**src/rtl/lcd_pkg.sv**
```systemverilog
// Shared definitions for the HD44780-style LCD driver: FSM encoding,
// init command bytes, nominal delays and the ns-to-cycles helper.
package lcd_pkg;

    typedef enum logic [2:0] {
        PWR_WAIT  = 3'd0,
        INIT      = 3'd1,
        IDLE      = 3'd2,
        SETUP     = 3'd3,
        E_HIGH    = 3'd4,
        NIB_GAP   = 3'd5,
        POST_WAIT = 3'd6
    } lcd_state_t;

    // Init command bytes
    localparam logic [7:0] CMD_WAKE     = 8'h30;
    localparam logic [7:0] CMD_NIB4     = 8'h20;
    localparam logic [7:0] CMD_DISP_OFF = 8'h08;
    localparam logic [7:0] CMD_CLEAR    = 8'h01;
    localparam logic [7:0] CMD_ENTRY    = 8'h06;
    localparam logic [7:0] CMD_DISP_ON  = 8'h0C;
    // Function-set opcode; DL (bit 4) and N (bit 3) are ORed in
    localparam logic [7:0] FS_BASE      = 8'h20;

    // Nominal delays in nanoseconds
    localparam int T_SU_NS    = 50;
    localparam int T_EH_NS    = 250;
    localparam int T_NIB_NS   = 1000;
    localparam int T_CHR_NS   = 40000;
    localparam int T_CMD_NS   = 40000;
    localparam int T_LONG_NS  = 2000000;
    localparam int T_INIT1_NS = 5000000;
    localparam int T_INIT2_NS = 200000;

    // ceil(ns * clk_hz / 1e9), never less than one cycle
    function automatic logic [31:0] cycles_for(input logic [63:0] ns, input logic [63:0] clk_hz);
        logic [63:0] c;
        c = (ns * clk_hz + 64'd999_999_999) / 64'd1_000_000_000;
        if (c == 64'd0) c = 64'd1;
        return c[31:0];
    endfunction

    function automatic logic [31:0] max_u(input logic [31:0] a, input logic [31:0] b);
        return (a > b) ? a : b;
    endfunction

endpackage

```
**src/rtl/lcd_delay_timer.sv**
```systemverilog
// Load/count-down delay timer. A load of N makes done assert in the
// N-th cycle counted from the load cycle itself, so a state that loads
// on entry lasts exactly N cycles.
module lcd_delay_timer #(
    parameter int CNT_W = 16
) (
    input  logic             clock,
    input  logic             internal_reset,
    input  logic             load,
    input  logic [CNT_W-1:0] load_val,
    output logic             done
);

    logic [CNT_W-1:0] cnt;
    logic [CNT_W-1:0] remaining;

    assign remaining = load ? load_val : cnt;
    assign done      = (remaining == CNT_W'(1));

    // Count down towards zero and park there until the next load
    always_ff @(posedge clock) begin
        if (internal_reset) begin
            cnt <= '0;
        end else if (remaining != '0) begin
            cnt <= remaining - CNT_W'(1);
        end else begin
            cnt <= '0;
        end
    end

endmodule

```
**src/rtl/lcd_driver.sv**
```systemverilog
// Character LCD write driver: power-up wait, 4/8-bit init sequence,
// then single-byte transfers with per-command post delays.
module lcd_driver
    import lcd_pkg::*;
#(
    parameter int CLK_FREQ     = 100000000,
    parameter int BUS_WIDTH    = 8,
    parameter int NUM_LINES    = 2,
    parameter int T_POWERUP_US = 100000
) (
    input  logic       clock,
    input  logic       internal_reset,
    input  logic [8:0] d_in,
    input  logic       data_valid,
    output logic       data_ready,
    output logic       busy_flag,
    output logic       rs,
    output logic       e,
    output logic [7:0] d
);

    if (BUS_WIDTH != 4 && BUS_WIDTH != 8) begin : g_bad_bus_width
        $error("lcd_driver: BUS_WIDTH must be 4 or 8");
    end

    localparam int unsigned C_SU    = cycles_for(64'(T_SU_NS), 64'(CLK_FREQ));
    localparam int unsigned C_EH    = cycles_for(64'(T_EH_NS), 64'(CLK_FREQ));
    localparam int unsigned C_NIB   = cycles_for(64'(T_NIB_NS), 64'(CLK_FREQ));
    localparam int unsigned C_CHR   = cycles_for(64'(T_CHR_NS), 64'(CLK_FREQ));
    localparam int unsigned C_CMD   = cycles_for(64'(T_CMD_NS), 64'(CLK_FREQ));
    localparam int unsigned C_LONG  = cycles_for(64'(T_LONG_NS), 64'(CLK_FREQ));
    localparam int unsigned C_INIT1 = cycles_for(64'(T_INIT1_NS), 64'(CLK_FREQ));
    localparam int unsigned C_INIT2 = cycles_for(64'(T_INIT2_NS), 64'(CLK_FREQ));
    localparam int unsigned C_PWR   = cycles_for(64'(T_POWERUP_US) * 64'd1000, 64'(CLK_FREQ));
    localparam int unsigned C_MAX   = max_u(max_u(max_u(C_PWR, C_INIT1), max_u(C_LONG, C_INIT2)),
                                            max_u(max_u(C_CHR, C_CMD), max_u(C_NIB, max_u(C_SU, C_EH))));
    localparam int          CNT_W   = $clog2(C_MAX + 1);

    localparam logic [7:0] FUNC_SET = FS_BASE
                                    | ((BUS_WIDTH == 8) ? 8'h10 : 8'h00)
                                    | ((NUM_LINES == 2) ? 8'h08 : 8'h00);

    lcd_state_t       state;
    logic [3:0]       step;
    logic             init_active;
    logic [7:0]       cur_byte;
    logic             two_nib;
    logic             low_phase;
    logic [CNT_W-1:0] post_val;
    logic             tmr_load;
    logic [CNT_W-1:0] tmr_val;
    logic             tmr_done;

    // Wait after a byte: clear/home are slow, everything else is short
    function automatic logic [CNT_W-1:0] post_cycles(input logic is_char, input logic [7:0] b);
        if (is_char)               return CNT_W'(C_CHR);
        else if (b[7:2] == 6'd0)   return CNT_W'(C_LONG);
        else                       return CNT_W'(C_CMD);
    endfunction

    // Init item table: steps 0-2 wake-up, 3 the 4-bit switch nibble, 4-8 commands
    function automatic logic [7:0] init_byte(input logic [3:0] s);
        case (s)
            4'd0, 4'd1, 4'd2: return CMD_WAKE;
            4'd3:             return CMD_NIB4;
            4'd4:             return FUNC_SET;
            4'd5:             return CMD_DISP_OFF;
            4'd6:             return CMD_CLEAR;
            4'd7:             return CMD_ENTRY;
            default:          return CMD_DISP_ON;
        endcase
    endfunction

    function automatic logic [CNT_W-1:0] init_wait(input logic [3:0] s);
        case (s)
            4'd0:       return CNT_W'(C_INIT1);
            4'd1, 4'd2: return CNT_W'(C_INIT2);
            4'd3:       return CNT_W'(C_CMD);
            default:    return post_cycles(1'b0, init_byte(s));
        endcase
    endfunction

    // First (or only) bus value of a byte; 4-bit mode sends the high nibble on d[7:4]
    function automatic logic [7:0] hi_drive(input logic [7:0] b);
        return (BUS_WIDTH == 8) ? b : {b[7:4], 4'h0};
    endfunction

    lcd_delay_timer #(
        .CNT_W(CNT_W)
    ) u_timer (
        .clock          (clock),
        .internal_reset (internal_reset),
        .load           (tmr_load),
        .load_val       (tmr_val),
        .done           (tmr_done)
    );

    // Sequencer: every state entry reloads the timer with that state's duration
    always_ff @(posedge clock) begin
        if (internal_reset) begin
            state       <= PWR_WAIT;
            e           <= 1'b0;
            rs          <= 1'b0;
            d           <= 8'h00;
            busy_flag   <= 1'b1;
            data_ready  <= 1'b0;
            step        <= 4'd0;
            init_active <= 1'b1;
            low_phase   <= 1'b0;
            tmr_load    <= 1'b1;
            tmr_val     <= CNT_W'(C_PWR);
        end else begin
            tmr_load <= 1'b0;
            case (state)
                PWR_WAIT: begin
                    if (tmr_done) state <= INIT;
                end
                INIT: begin
                    if (step == 4'd9) begin
                        state       <= IDLE;
                        init_active <= 1'b0;
                        busy_flag   <= 1'b0;
                        data_ready  <= 1'b1;
                    end else begin
                        cur_byte  <= init_byte(step);
                        rs        <= 1'b0;
                        d         <= hi_drive(init_byte(step));
                        two_nib   <= (BUS_WIDTH == 4) && (step >= 4'd4);
                        low_phase <= 1'b0;
                        post_val  <= init_wait(step);
                        // 8-bit mode has no 4-bit switch nibble
                        step      <= (step == 4'd2 && BUS_WIDTH == 8) ? 4'd4 : step + 4'd1;
                        state     <= SETUP;
                        tmr_load  <= 1'b1;
                        tmr_val   <= CNT_W'(C_SU);
                    end
                end
                IDLE: begin
                    if (data_valid) begin
                        cur_byte   <= d_in[7:0];
                        rs         <= d_in[8];
                        d          <= hi_drive(d_in[7:0]);
                        two_nib    <= (BUS_WIDTH == 4);
                        low_phase  <= 1'b0;
                        post_val   <= post_cycles(d_in[8], d_in[7:0]);
                        busy_flag  <= 1'b1;
                        data_ready <= 1'b0;
                        state      <= SETUP;
                        tmr_load   <= 1'b1;
                        tmr_val    <= CNT_W'(C_SU);
                    end
                end
                SETUP: begin
                    if (tmr_done) begin
                        e        <= 1'b1;
                        state    <= E_HIGH;
                        tmr_load <= 1'b1;
                        tmr_val  <= CNT_W'(C_EH);
                    end
                end
                E_HIGH: begin
                    if (tmr_done) begin
                        e        <= 1'b0;
                        tmr_load <= 1'b1;
                        if (two_nib && !low_phase) begin
                            state   <= NIB_GAP;
                            tmr_val <= CNT_W'(C_NIB);
                        end else begin
                            state   <= POST_WAIT;
                            tmr_val <= post_val;
                        end
                    end
                end
                NIB_GAP: begin
                    if (tmr_done) begin
                        low_phase <= 1'b1;
                        d         <= {cur_byte[3:0], 4'h0};
                        state     <= SETUP;
                        tmr_load  <= 1'b1;
                        tmr_val   <= CNT_W'(C_SU);
                    end
                end
                POST_WAIT: begin
                    if (tmr_done) begin
                        if (init_active) begin
                            state <= INIT;
                        end else begin
                            state      <= IDLE;
                            busy_flag  <= 1'b0;
                            data_ready <= 1'b1;
                        end
                    end
                end
                default: begin
                    state    <= PWR_WAIT;
                    tmr_load <= 1'b1;
                    tmr_val  <= CNT_W'(C_PWR);
                end
            endcase
        end
    end

endmodule

```
**config.mk**
```make
export PLATFORM = sky130hd
export DESIGN_NAME = lcd_driver
export DESIGN_NICKNAME = d
export VERILOG_FILES = /design/src/rtl/lcd_pkg.sv /design/src/rtl/lcd_delay_timer.sv /design/src/rtl/lcd_driver.sv
export SDC_FILE = /design/constraint.sdc
export NUM_CORES = 1
export LEC_CHECK = 0
export ABC_AREA = 1
export CORE_ASPECT_RATIO = 0.5
export CORE_MARGIN = 2
export CORE_UTILIZATION = 52
export CTS_CLUSTER_SIZE = 16
export DETAILED_ROUTE_END_ITERATION = 10
export GPL_TIMING_DRIVEN = 0
export PLACE_DENSITY_LB_ADDON = 0.1
export SYNTH_ARGS = -nofsm -noshare
export SYNTH_HDL_FRONTEND = slang
export SYNTH_HIERARCHICAL = 1
export SYNTH_SLANG_ARGS = --single-unit
```
**constraint.sdc**
```tcl
create_clock -name clock -period 2.3 [get_ports clock]
set_input_delay 0.23 -clock clock [delete_from_list [all_inputs] [get_ports clock]]
set_output_delay 0.23 -clock clock [all_outputs]
set_load 0.02 [all_outputs]
```
* Yosys cells after proc, flatten, opt, wreduce, memory -nomap -nowiden *
Memory sizes are Yosys's and may differ from the RTL's. A register that Yosys moved wholly into a read port is not among the register bits.
Index checks and enable logic that the tools add are counted.

storage, ports and cells
  register bits after elaboration = 99
  memory bits (read-only) = 144
  input bits = 12
  output and inout bits = 12
  memories kept = 3

memories
  name              words  bits a word  rd ports  clocked after memory_dff  write ports  line              text
  (name not given)  8      6            1         1                         0            lcd_driver.sv:63  case (s)
  (name not given)  8      6            1         1                         0            lcd_driver.sv:63
  (name not given)  8      6            1         1                         0            lcd_driver.sv:63

operators by class
  add/subtract/negate cells = 2
  equal/unequal tests = 20
  multiplexer cells = 67
  bitwise logic cells = 4
  reduce and logical (&&, ||, !) cells = 25

operators with widths
  operator                                            count
  2-to-1 mux 24 bit                                   9
  one-hot mux 24 bit (6 select lines)                 1
  2-to-1 mux 8 bit                                    9
  one-hot mux 19 bit (3 select lines)                 1
  2-to-1 mux 18 bit                                   3
  one-hot mux 24 bit (2 select lines)                 1
  2-to-1 mux 3 bit                                    12
  == test 24 x 1 -> 1 bit, second input constant      1
  one-hot mux 8 bit (3 select lines)                  1
  nonzero test 24 bit                                 1
  subtractor 24 x 1 -> 24 bit, second input constant  1
  one-hot mux 3 bit (7 select lines)                  1
  inequality test 2 bit, second input constant        9
  2-to-1 mux 1 bit                                    16
  logical NOT 6 bit                                   2
  2-to-1 mux 4 bit                                    3
  AND reduction 6 bit                                 2
  == test 3 bit, second input constant                3
  one-hot mux 1 bit (3 select lines)                  3
  == test 4 x 2 -> 1 bit, second input constant       2
  one-hot mux 4 bit (2 select lines)                  1
  AND reduction 4 bit                                 2
  == test 3 x 2 -> 1 bit, second input constant       2
  one-hot mux 1 bit (2 select lines)                  3
  19 further kinds                                    29

* Depth between registers and ports, before layout *
Gate-level depths: netlist of run 1.

  depth in word-level cells = 11
  depth in mapped cells = 17

* Hierarchy *
Netlist of run 1, hierarchy kept.

by module, submodules not included
  module           instances  cells an instance  area an instance (µm²)  sequential area each (µm²)
  lcd_driver       1          328                2,481.1                 1,211.2
  lcd_delay_timer  1          349                1,856.8                 480.5

* Worst setup path after synthesis of run 1 *
No wires, ideal clock.

  kind = register -> register
  start = register tmr_load
  end = register d[0]
  arrival time = 2.008 ns
  required time = 2.187 ns
  setup slack = 0.179 ns
  cell stages (with the launch flop) = 18
  path buffers = 2
  cells stage by stage = dfxtp_1 inv_2 buf_6 nand2_1 nand2_1 nor2_1 nand2_1 nor2_2 nand2_1 nor2_1 inv_1 nand2_1 nand3_4 nor2_4 buf_6 nand2_1 nand2_1 nor2_1

between the ends
  word-level cells in the longest chain between the ends = 4

RTL lines
  element                          line                   text
  start: declaration               lcd_driver.sv:50       logic tmr_load;
  start signal: assignment         lcd_driver.sv:110      tmr_load <= 1'b1;
  start signal: assignment         lcd_driver.sv:113      tmr_load <= 1'b0;
  start signal: assignment         lcd_driver.sv:134      tmr_load <= 1'b1;
  2-to-1 mux 24 bit                lcd_delay_timer.sv:17  assign remaining = load ? load_val : cnt;
  == test 24 x 1 -> 1 bit          lcd_delay_timer.sv:18  assign done = (remaining == CNT_W'(1));
  named net tmr_done               lcd_driver.sv:52       logic tmr_done;
  inequality test 2 bit (no line)  -
  AND reduction 4 bit (no line)    -
  end signal: assignment           lcd_driver.sv:127      d <= hi_drive(init_byte(step));
  end signal: assignment           lcd_driver.sv:142      d <= hi_drive(d_in[7:0]);
  end signal: assignment           lcd_driver.sv:177      d <= {cur_byte[3:0], 4'h0};
  end: declaration                 lcd_driver.sv:19       output logic [7:0] d

The timed path passes the listed nets, and every way through them passes these cells.
A chain may end at the register's enable or synchronous reset.

* Final worst setup path of run 1 *
  start = register tmr_load
  end = register d[4]

Same word-level chain as after synthesis.

==> results.txt, run 1 <==
The top layer reached by signal wires is met4. The worst slew margin relative to its limit is between 50% and 60%. The number of I/O pins is 24.

The count of unresolved DRC violations after routing is 0. The worst path uses just under 100% of the clock period. Detailed routing placed a total of 5130 um of wire on met2. Hold repair after CTS inserted 0 buffers. For this run, asynchronously set or reset flops after synthesis account for 0%. The half-perimeter wire length of the detailed placement result came out at 7720 um. The number of warnings printed during yosys synthesis came out at 6.

Sequential elements use between 30% and 40% of the synthesized area. The distinct cell type count after synthesis came out at 33. The worst hold path begins at data_ready$_SDFFE_PP0P_. The first global-routing pass estimated approximately 18000 um of wire. Setup repair after global routing could not meet its margin everywhere. The number of non-filler instances in the completed layout came out at ~850. Counting every sink on the clock net gives 78.

The total number of H-tree levels is 3. The remaining number of nets flagged by the antenna check after routing came out at 0. The synthesized design contains 78 register bits. The die covers approximately 0.0091 mm2. Tracing the worst setup path back leads to its startpoint at tmr_load$_SDFF_PP1_. The signal on the critical path passes through buf_2, nand2_1, nand2_1, nor2_1, nand2_2, nor2_4, nand2_2, nor2_4, inv_4, nand2_4, nand3_4, nor2_4, buf_6, nand2_1, nand2_1, nor2_1. The worst setup path is launched from a register. The number of buffers inserted by port buffering is 23. After detailed routing, the met3 layer carries 796 um of wire. The routed wirelength normalized by instance count came out at roughly 13 um. CTS placed an instance of sky130_fd_sc_hd__clkbuf_16 at the clock tree root. The clock period could shrink to between 2000 and 2500 ps. Timing would allow up to 451 MHz. The effective utilization at floorplan is 53.8%. The commonest register cell after synthesis is sky130_fd_sc_hd__dfxtp_1.

The global placer's final weighted congestion is between 0.9 and 1. The utilization after layout came out at about two thirds. The worst setup skew after layout is roughly 7.3 ps. The post-route cell area came out at ~0.0055 mm2. The total congestion overflow came out at 0. The number of max-slew violations in the final report is 0.

Data on the critical path is required at its endpoint by between 2000 and 3000 ps. The number of buffers between clock root and the deepest sink came out at 2. The combined area of all synthesized cells is 0.00434 mm2.

Summed over all cells, the static leakage comes to 2.56 nW. The clock insertion delay at the later pin of the skew report is between 300 and 400 ps. The path class of the tightest hold or removal check is reg -> reg.

The synthesized netlist cell count is just under 700. In this run the critical register-to-register path is launched from tmr_load$_SDFF_PP1_. The number of global-route vias before repair is ~3800. Among the stages of the critical path, the cell type that occurs most often is sky130_fd_sc_hd__nand2_1.

The count of endpoints failing hold in the final timing report is 0. The run finished with clean final reports. STA classifies the critical path endpoint as a register. The first-pass iteration count of the detailed router is 5. The path type of the worst setup path is reg -> reg. The area added between synthesis and finish came out at 27.3%. Prior to clock tree synthesis, the placed netlist has a worst setup slack of -468 ps. The TritonCTS buffer count is 9.

TritonCTS built the clock tree. The horizontal die dimension came out at 133 um. The antenna diode count is 0.

For the final routed database, the setup TNS stands at 0 ps. The y dimension of the die came out at a little under 70 um. The actual transition at the worst max-transition pin is roughly 630 ps. The power density relative to cell area came out at ~1400 mW/mm2.

In this design, the stage delay of the slowest critical-path cell is ~390 ps. Clock-pin slew was measured on the worst setup and hold paths at approximately 60 ps. The number of placed cells counting well taps came out at between 800 and 900. The cell area reported after detailed placement is 0.00472 mm2. The routed design has around 11000 um of wire. Setup violations remaining at the end of the flow were counted as 0.

The final critical-path setup slack came out at between 80 and 90 ps. The number of antenna violations at the first check in global routing was 0. VDD sags by at most roughly 0.73 mV. The post-route netlist has approximately a fifth of its cells at a drive strength greater than 1. The tool flagged a number of max-cap violations equal to 0. The pin count of the biggest net entering global routing came out at 14. The top fanout value on the critical path came out at 6. The number of nets at the end of the flow is around 750. Yosys mapped a number of flops with a built-in enable equal to 13. The overall via count from detail_route came out at 4394. The starting DRC count in detailed routing is around 420. For the worst setup path, the data arrival time is 2460 ps. The critical path's slowest cell is sky130_fd_sc_hd__dfxtp_4. Global routing consumed, over all layers together, between 20% and 30% of the routing resources. The wire length the detailed router placed on met1 came out at roughly 5300 um. Dividing the detail-routed via count by the number of cells gives 5.15.

The synthesized area divided by synthesized cell count came out at between 6 and 7 um2. Row generation in the floorplan step produced 23 rows. The floorplan step defined a core boundary enclosing approximately 0.0081 mm2.
[final timing paths]
| check | endpoint | slack [ps] | cells past startpoint |
|---|---|---|---|
| worst max register to register | d[4]$_SDFFE_PP0P_ | 80 | 16 |
| worst max-delay path | d[4]$_SDFFE_PP0P_ | 80 | 16 |
| worst min-delay path | data_ready$_SDFFE_PP0P_ | 450 | 2 |
| worst min register to register | data_ready$_SDFFE_PP0P_ | 450 | 2 |
[critical path: cells and delay by family (launching register included)]
kind	cells	cell delay [ps]
simple gates	13	1320
flops	1	390
buf+inv	3	390
[routing by layer]
metal	vias up	track usage (%)
met3	20	6.80
met5	-	0
met1	2000	31.7
met4	0	7.31
met2	160	42.8
li1	2214	-
[layout make-up]
type / instances / area, um2
buffer: 18 / 184
clock buffer: 11 / 233
clock inverter: 5 / 73.8
fill: 720 / 2530
inverter: 79 / 312
multi-input combinational: 504 / 2420
sequential: 78 / 1700
tap: 112 / 140
timing repair buffer: 47 / 463
[logic make-up (layout without fill, tap and decap cells)]
| family | count (synthesis) | after routing | share of synthesized area, % |
|---|---|---|---|
| and+or+nand+nor | 431 | 431 | 41.5 |
| other | 1 | 3 | 0.0864 |
| DFF | 78 | 78 | 39.0 |
| adders and majority gates | 3 | 3 | 0.865 |
| buffers and inverters | 97 | 160 | 10.3 |
| AOI/OAI and AO/OA | 67 | 67 | 8.28 |
[what timing repair did]
action,in CTS,in global routing
gates cloned,0,5
buffers inserted,4,16
gates resized for setup,20,77
setup endpoints to repair,43,29
pin swaps,4,27
[report_power, final]
part	internal (W)	switching, W	leakage (nW)
sequential	0.00181	0.000239	0.652
clock	0.000943	0.000553	0.151
combinational	0.00165	0.00262	1.76
[flip-flops by register name, indices dropped and copies added (netlist names), named ones only]
name	count
u_timer/cnt	24
tmr_val	15
post_val	9
d	8
cur_byte	4
step	4
state	3
busy_flag	1
data_ready	1
e	1
init_active	1
rs	1
tmr_load	1
[through the flow]
step                      hold slack, ps  total power [W]
after floorplan                      391          0.00463
after global placement               436          0.00539
after detailed placement             440          0.00543
after CTS                            446          0.00706
after global routing                 483          0.00841
final                                446          0.00782
[cell usage after synthesis (3+ instances only)]
master,n,share of area (%)
sky130_fd_sc_hd__o21ai_2,3,0.61
sky130_fd_sc_hd__buf_4,6,1.0
sky130_fd_sc_hd__o21ai_0,20,2.3
sky130_fd_sc_hd__ha_1,3,0.87
sky130_fd_sc_hd__nand3_1,36,4.2
sky130_fd_sc_hd__nor2_1,98,8.5
sky130_fd_sc_hd__nand2_2,6,0.87
sky130_fd_sc_hd__nor2_4,3,0.78
sky130_fd_sc_hd__nand2_1,265,23
sky130_fd_sc_hd__a21oi_1,36,4.2
sky130_fd_sc_hd__buf_6,7,1.8
sky130_fd_sc_hd__nor2_2,8,1.2
sky130_fd_sc_hd__nand3b_1,3,0.52
sky130_fd_sc_hd__inv_2,5,0.43
sky130_fd_sc_hd__nand4_1,3,0.43
sky130_fd_sc_hd__dfxtp_1,65,30
sky130_fd_sc_hd__inv_1,72,6.2
sky130_fd_sc_hd__edfxtp_1,13,9.0
[placed cells by master, fill, tap and decap left out, types with 2 or more instances in the layout]
master / count
sky130_fd_sc_hd__nor2_4: 13
sky130_fd_sc_hd__clkinv_2: 2
sky130_fd_sc_hd__inv_4: 3
sky130_fd_sc_hd__nand2_1: 234
sky130_fd_sc_hd__inv_2: 6
sky130_fd_sc_hd__buf_4: 21
sky130_fd_sc_hd__nor2_2: 11
sky130_fd_sc_hd__edfxtp_1: 13
sky130_fd_sc_hd__clkbuf_1: 4
sky130_fd_sc_hd__nand4_1: 3
sky130_fd_sc_hd__o21ai_2: 4
sky130_fd_sc_hd__nand2_4: 9
sky130_fd_sc_hd__clkbuf_16: 11
sky130_fd_sc_hd__a21oi_1: 36
sky130_fd_sc_hd__a22oi_1: 2
sky130_fd_sc_hd__bufinv_16: 2
sky130_fd_sc_hd__nand3b_1: 3
sky130_fd_sc_hd__o21ai_0: 17
sky130_fd_sc_hd__conb_1: 3
sky130_fd_sc_hd__nand3_1: 33
sky130_fd_sc_hd__buf_6: 10
sky130_fd_sc_hd__nand3_2: 5
sky130_fd_sc_hd__a31oi_1: 2
sky130_fd_sc_hd__dfxtp_1: 64
sky130_fd_sc_hd__o21ai_1: 4
sky130_fd_sc_hd__nand3_4: 2
sky130_fd_sc_hd__nand2_2: 30
sky130_fd_sc_hd__nor2_1: 85
sky130_fd_sc_hd__clkdlybuf4s50_1: 23
sky130_fd_sc_hd__buf_8: 4
sky130_fd_sc_hd__nor3_1: 2
sky130_fd_sc_hd__inv_1: 69
sky130_fd_sc_hd__ha_1: 2
Note: power is estimated with default switching activity, not from simulation.
==> run 2, diff against run 1 <==
--- a/config.mk
+++ b/config.mk
@@ -11,6 +11,7 @@
 export CORE_UTILIZATION = 52
 export CTS_CLUSTER_SIZE = 16
 export DETAILED_ROUTE_END_ITERATION = 10
+export DONT_BUFFER_PORTS = 1
 export GPL_TIMING_DRIVEN = 0
 export PLACE_DENSITY_LB_ADDON = 0.1
 export SYNTH_ARGS = -nofsm -noshare
==> constraint.sdc (replaced) <==
create_clock -name clock -period 2.1 [get_ports clock]
set_input_delay 0.21 -clock clock [delete_from_list [all_inputs] [get_ports clock]]
set_output_delay 0.21 -clock clock [all_outputs]
set_load 0.02 [all_outputs]
==> run 2 against run 1 <==
  * The run now ends with setup timing left
  * Critical endpoint is now state[2]$_SDFFE_PP0P_
  * Sequential power rose by 17%
  * Final cell count rose by 3.2%
  * Worst setup slack got worse by 350 ps
  * Fmax fell by 6.2%
  * Highest routed layer unchanged
  * Final area rose by 12%
  * Die area did not move
  * Critical path depth did not move
  * Combinational power rose by 48%
  * First-iteration DRC count rose by 24%
  * Largest power group unchanged
==> results.txt, run 2 (same netlist as run 1, synthesis figures left out) <==
Result of the run: finished, violations left (was finished, final reports clean). The checks that failed: setup timing. The leakage power is 2.85 nW (was 2.56 nW). RSZ-0062 raised after global routing: yes (unchanged).

The number of antenna violations at the first check in global routing came to 0 (unchanged). The register with the most flip-flops is u_timer/cnt (unchanged). The half-perimeter wire length of the detailed placement result was 7640 um (was 7720 um). The launching instance or port of the critical path is tmr_load$_SDFF_PP1_ (unchanged). The count of final setup violators came out at 53 (was 0).

The y dimension of the die came out at 68.6 um (unchanged). The routed wirelength normalized by instance count was 17.3 um (was 13.4 um). Most frequent cells in the layout: sky130_fd_sc_hd__nand2_1 (208), sky130_fd_sc_hd__nor2_1 (72), sky130_fd_sc_hd__inv_1 (69) (was sky130_fd_sc_hd__nand2_1 (234), sky130_fd_sc_hd__nor2_1 (85), sky130_fd_sc_hd__inv_1 (69)). The path type of the worst setup path is reg -> reg (unchanged). The root cell of the clock tree is sky130_fd_sc_hd__clkbuf_16 (unchanged). The number of buffers between clock root and the deepest sink came to 2 (unchanged). The post-route minimum period came to 2370 ps (was 2220 ps). The total congestion overflow is 0 (unchanged). The remaining number of nets flagged by the antenna check after routing came out at 0 (unchanged).

The number of placed cells counting well taps was 791 (was 814). The number of cells on the worst reg-to-reg path is 16 (unchanged). The first-pass iteration count of the detailed router is 7 (was 5). The overall via count from detail_route came to 4886 (was 4394).

The required time at the endpoint of the critical path came out at 2330 ps (was 2540 ps). The number of max-slew violations in the final report is 0 (unchanged). The clock insertion delay at the later pin of the skew report came to 350 ps (was 340 ps). The number of global-route vias before repair is 4094 (was 3798). The clock-pin slew on the worst setup and hold paths was 60 ps (about the same). The data arrival time of the critical path is 2600 ps (was 2460 ps). The peak per-stage delay on the critical path is 400 ps (was 390 ps). The count of unresolved DRC violations after routing is 0 (unchanged). The largest voltage drop on the vdd net is 0.732 mV (was 0.727 mV).

The final critical-path setup slack came to -266 ps (was 81.1 ps). The worst hold-check path type is in -> reg (was reg -> reg). The number of non-filler instances in the completed layout is 881 (was 854).

The nature of the critical path endpoint was a register (unchanged). The TritonCTS clock tree is done (unchanged). The leading cell type in the layout, fill and taps excluded is sky130_fd_sc_hd__nand2_1 (unchanged).

The worst hold margin came to 33.3 ps (was 446 ps). The endpoint of the worst-slack reg-to-reg timing path was state[2]$_SDFFE_PP0P_ (was d[4]$_SDFFE_PP0P_). The flip-flop count of the largest register after layout is 24 (unchanged). The actual transition at the worst max-transition pin is 703 ps (was 633 ps). The final cycle utilization of the critical path came to 113% (was 96.5%). The end of the critical path was state[2]$_SDFFE_PP0P_ (was d[4]$_SDFFE_PP0P_). The count of endpoints failing hold in the final timing report came to 0 (unchanged).

The max-cap check violation count came out at 0 (unchanged). The antenna diode count came out at 0 (unchanged). The total number of H-tree levels came out at 3 (unchanged). The number of nets at the end of the flow came out at 779 (was 752). The placeable core region is 0.00806 mm2 (unchanged).

The critical path's slowest cell was sky130_fd_sc_hd__dfxtp_4 (unchanged). The global placer's final weighted congestion is 0.901 (was 0.935). The power density relative to cell area came to 1650 mW/mm2 (was 1420 mW/mm2). The post-route cell area came out at 0.00616 mm2 (was 0.00552 mm2). The effective utilization at floorplan came out at 53.8% (unchanged).

The startpoint of the lowest-slack register-to-register path is tmr_load$_SDFF_PP1_ (unchanged). The detail-routed via count per cell came to 5.55 (was 5.15). The number of placement rows came out at 23 (unchanged).

The TritonCTS buffer count came out at 9 (unchanged). The top fanout value on the critical path came out at 5 (was 6). The utilization after layout was 76.5% (was 68.6%). The timing-limited maximum frequency came out at 423 MHz (was 451 MHz). The total wirelength of the detailed-routed design is 15300 um (was 11400 um). The number of buffers inserted by port buffering is 0 (was 23). The number of clock sinks is 78 (unchanged).

The startpoint type of the worst setup path was a register (unchanged). The cell area reported after detailed placement came to 0.00449 mm2 (was 0.00472 mm2). The worst setup skew after layout is 8.01 ps (was 7.31 ps). The horizontal die dimension is 133 um (unchanged). The global-route wire length before repair is 19600 um (was 17600 um). Registers with the highest flip-flop counts: u_timer/cnt x24, tmr_val x15, post_val x9 (unchanged).

The share of layout cells above drive strength 1 came out at 32.6% (was 18.7%). The worst slew margin relative to its limit came out at 53.2% (was 57.8%). The setup slack on the worst flop-to-flop path came out at -270 ps (was 80 ps).

The pin count of the biggest net entering global routing was 15 (was 14). The area of the die is 0.00913 mm2 (unchanged). The dominant cell type by count on the critical path was sky130_fd_sc_hd__nor2_4 (was sky130_fd_sc_hd__nand2_1). The area added between synthesis and finish came out at 42.1% (was 27.3%). The number of I/O pins is 24 (unchanged). The worst slack at placement came out at -484 ps (was -468 ps). Cell breakdown of the critical path: buf_6, buf_16, nand2_4, nand2_4, nor2_4, nand2_4, nor2_4, nand2_2, nor2_4, buf_6, buf_6, nor2_4, nor2_4, nand3_2, o21ai_1, nor2_1 (was buf_2, nand2_1, nand2_1, nor2_1, nand2_2, nor2_4, nand2_2, nor2_4, inv_4, nand2_4, nand3_4, nor2_4, buf_6, nand2_1, nand2_1, nor2_1). The global routing usage summed across all routing layers is 28.0% (was 25.0%). The starting DRC count in detailed routing came out at 521 (was 419).
==> run 2: changes by cell type in the layout (fill, tap and decap cells not counted), sizes merged <==
cell           change
buf               +50
clkdlybuf4s50     -23
bufinv             -2
clkinvlp           +2
inv                +2
clkbuf             -1
clkinv             -1
==> run 2: worst min-delay path by stage <==
stage            start               to  cells past startpoint
3_3_place_gp   d_in[8]  rs$_SDFFE_PP0P_                      2
4_1_cts        d_in[8]  rs$_SDFFE_PP0P_                      2
5_1_grt        d_in[8]  rs$_SDFFE_PP0P_                      2
6_report       d_in[8]  rs$_SDFFE_PP0P_                      2
3_5_place_dp   d_in[8]  rs$_SDFFE_PP0P_                      2
2_1_floorplan  d_in[8]  rs$_SDFFE_PP0P_                      2
==> run 2: cell type report <==
class / instances / area [um2]
Sequential cell: 78 / 1700
Timing Repair Buffer: 74 / 722
Clock buffer: 10 / 229
Inverter: 79 / 314
Buffer: 18 / 200
Clock inverter: 6 / 46.3
Fill cell: 572 / 1900
Tap cell: 112 / 140
Multi-Input combinational cell: 504 / 2810
==> run 2: power breakdown <==
part | total (W) | switching, W | leakage (nW) | internal (W)
combinational | 0.00631 | 0.00377 | 2.07 | 0.00254
sequential | 0.00240 | 0.000411 | 0.651 | 0.00199
clock | 0.00147 | 0.000659 | 0.129 | 0.000809
total | 0.0102 | 0.00483 | 2.85 | 0.00534
==> run 2: routing by layer <==
metal,track usage (%),share of wire (%),up-vias
met5,0,0,-
met4,14.8,6.0,0
met3,10.2,9.5,112
met2,47.6,45,304
met1,32.1,40,2186
li1,-,-,2284
==> run 2: timing repair <==
item,CTS,global route
resized for setup,77,129
pin swaps,29,61
endpoints found under the hold margin,0,0
gates cloned,6,2
hold buffers,0,0
setup buffers,43,26
setup endpoints to repair,45,67
==> run 2: worst max-delay path, delay by kind of cell, from the launching register on <==
family | cells | cell delay (ps)
AOI/OAI and AO/OA | 1 | 150
buffers and inverters | 4 | 550
DFF | 1 | 400
and+or+nand+nor | 11 | 1160
==> run 2: through the flow <==
stage | total power (W) | TNS [ps]
4_1_cts | 0.00841 | -3090
3_3_place_gp | 0.00578 | -14360
3_5_place_dp | 0.00582 | -14800
6_report | 0.0102 | -7170
2_1_floorplan | 0.00507 | 0
5_1_grt | 0.0107 | -10520
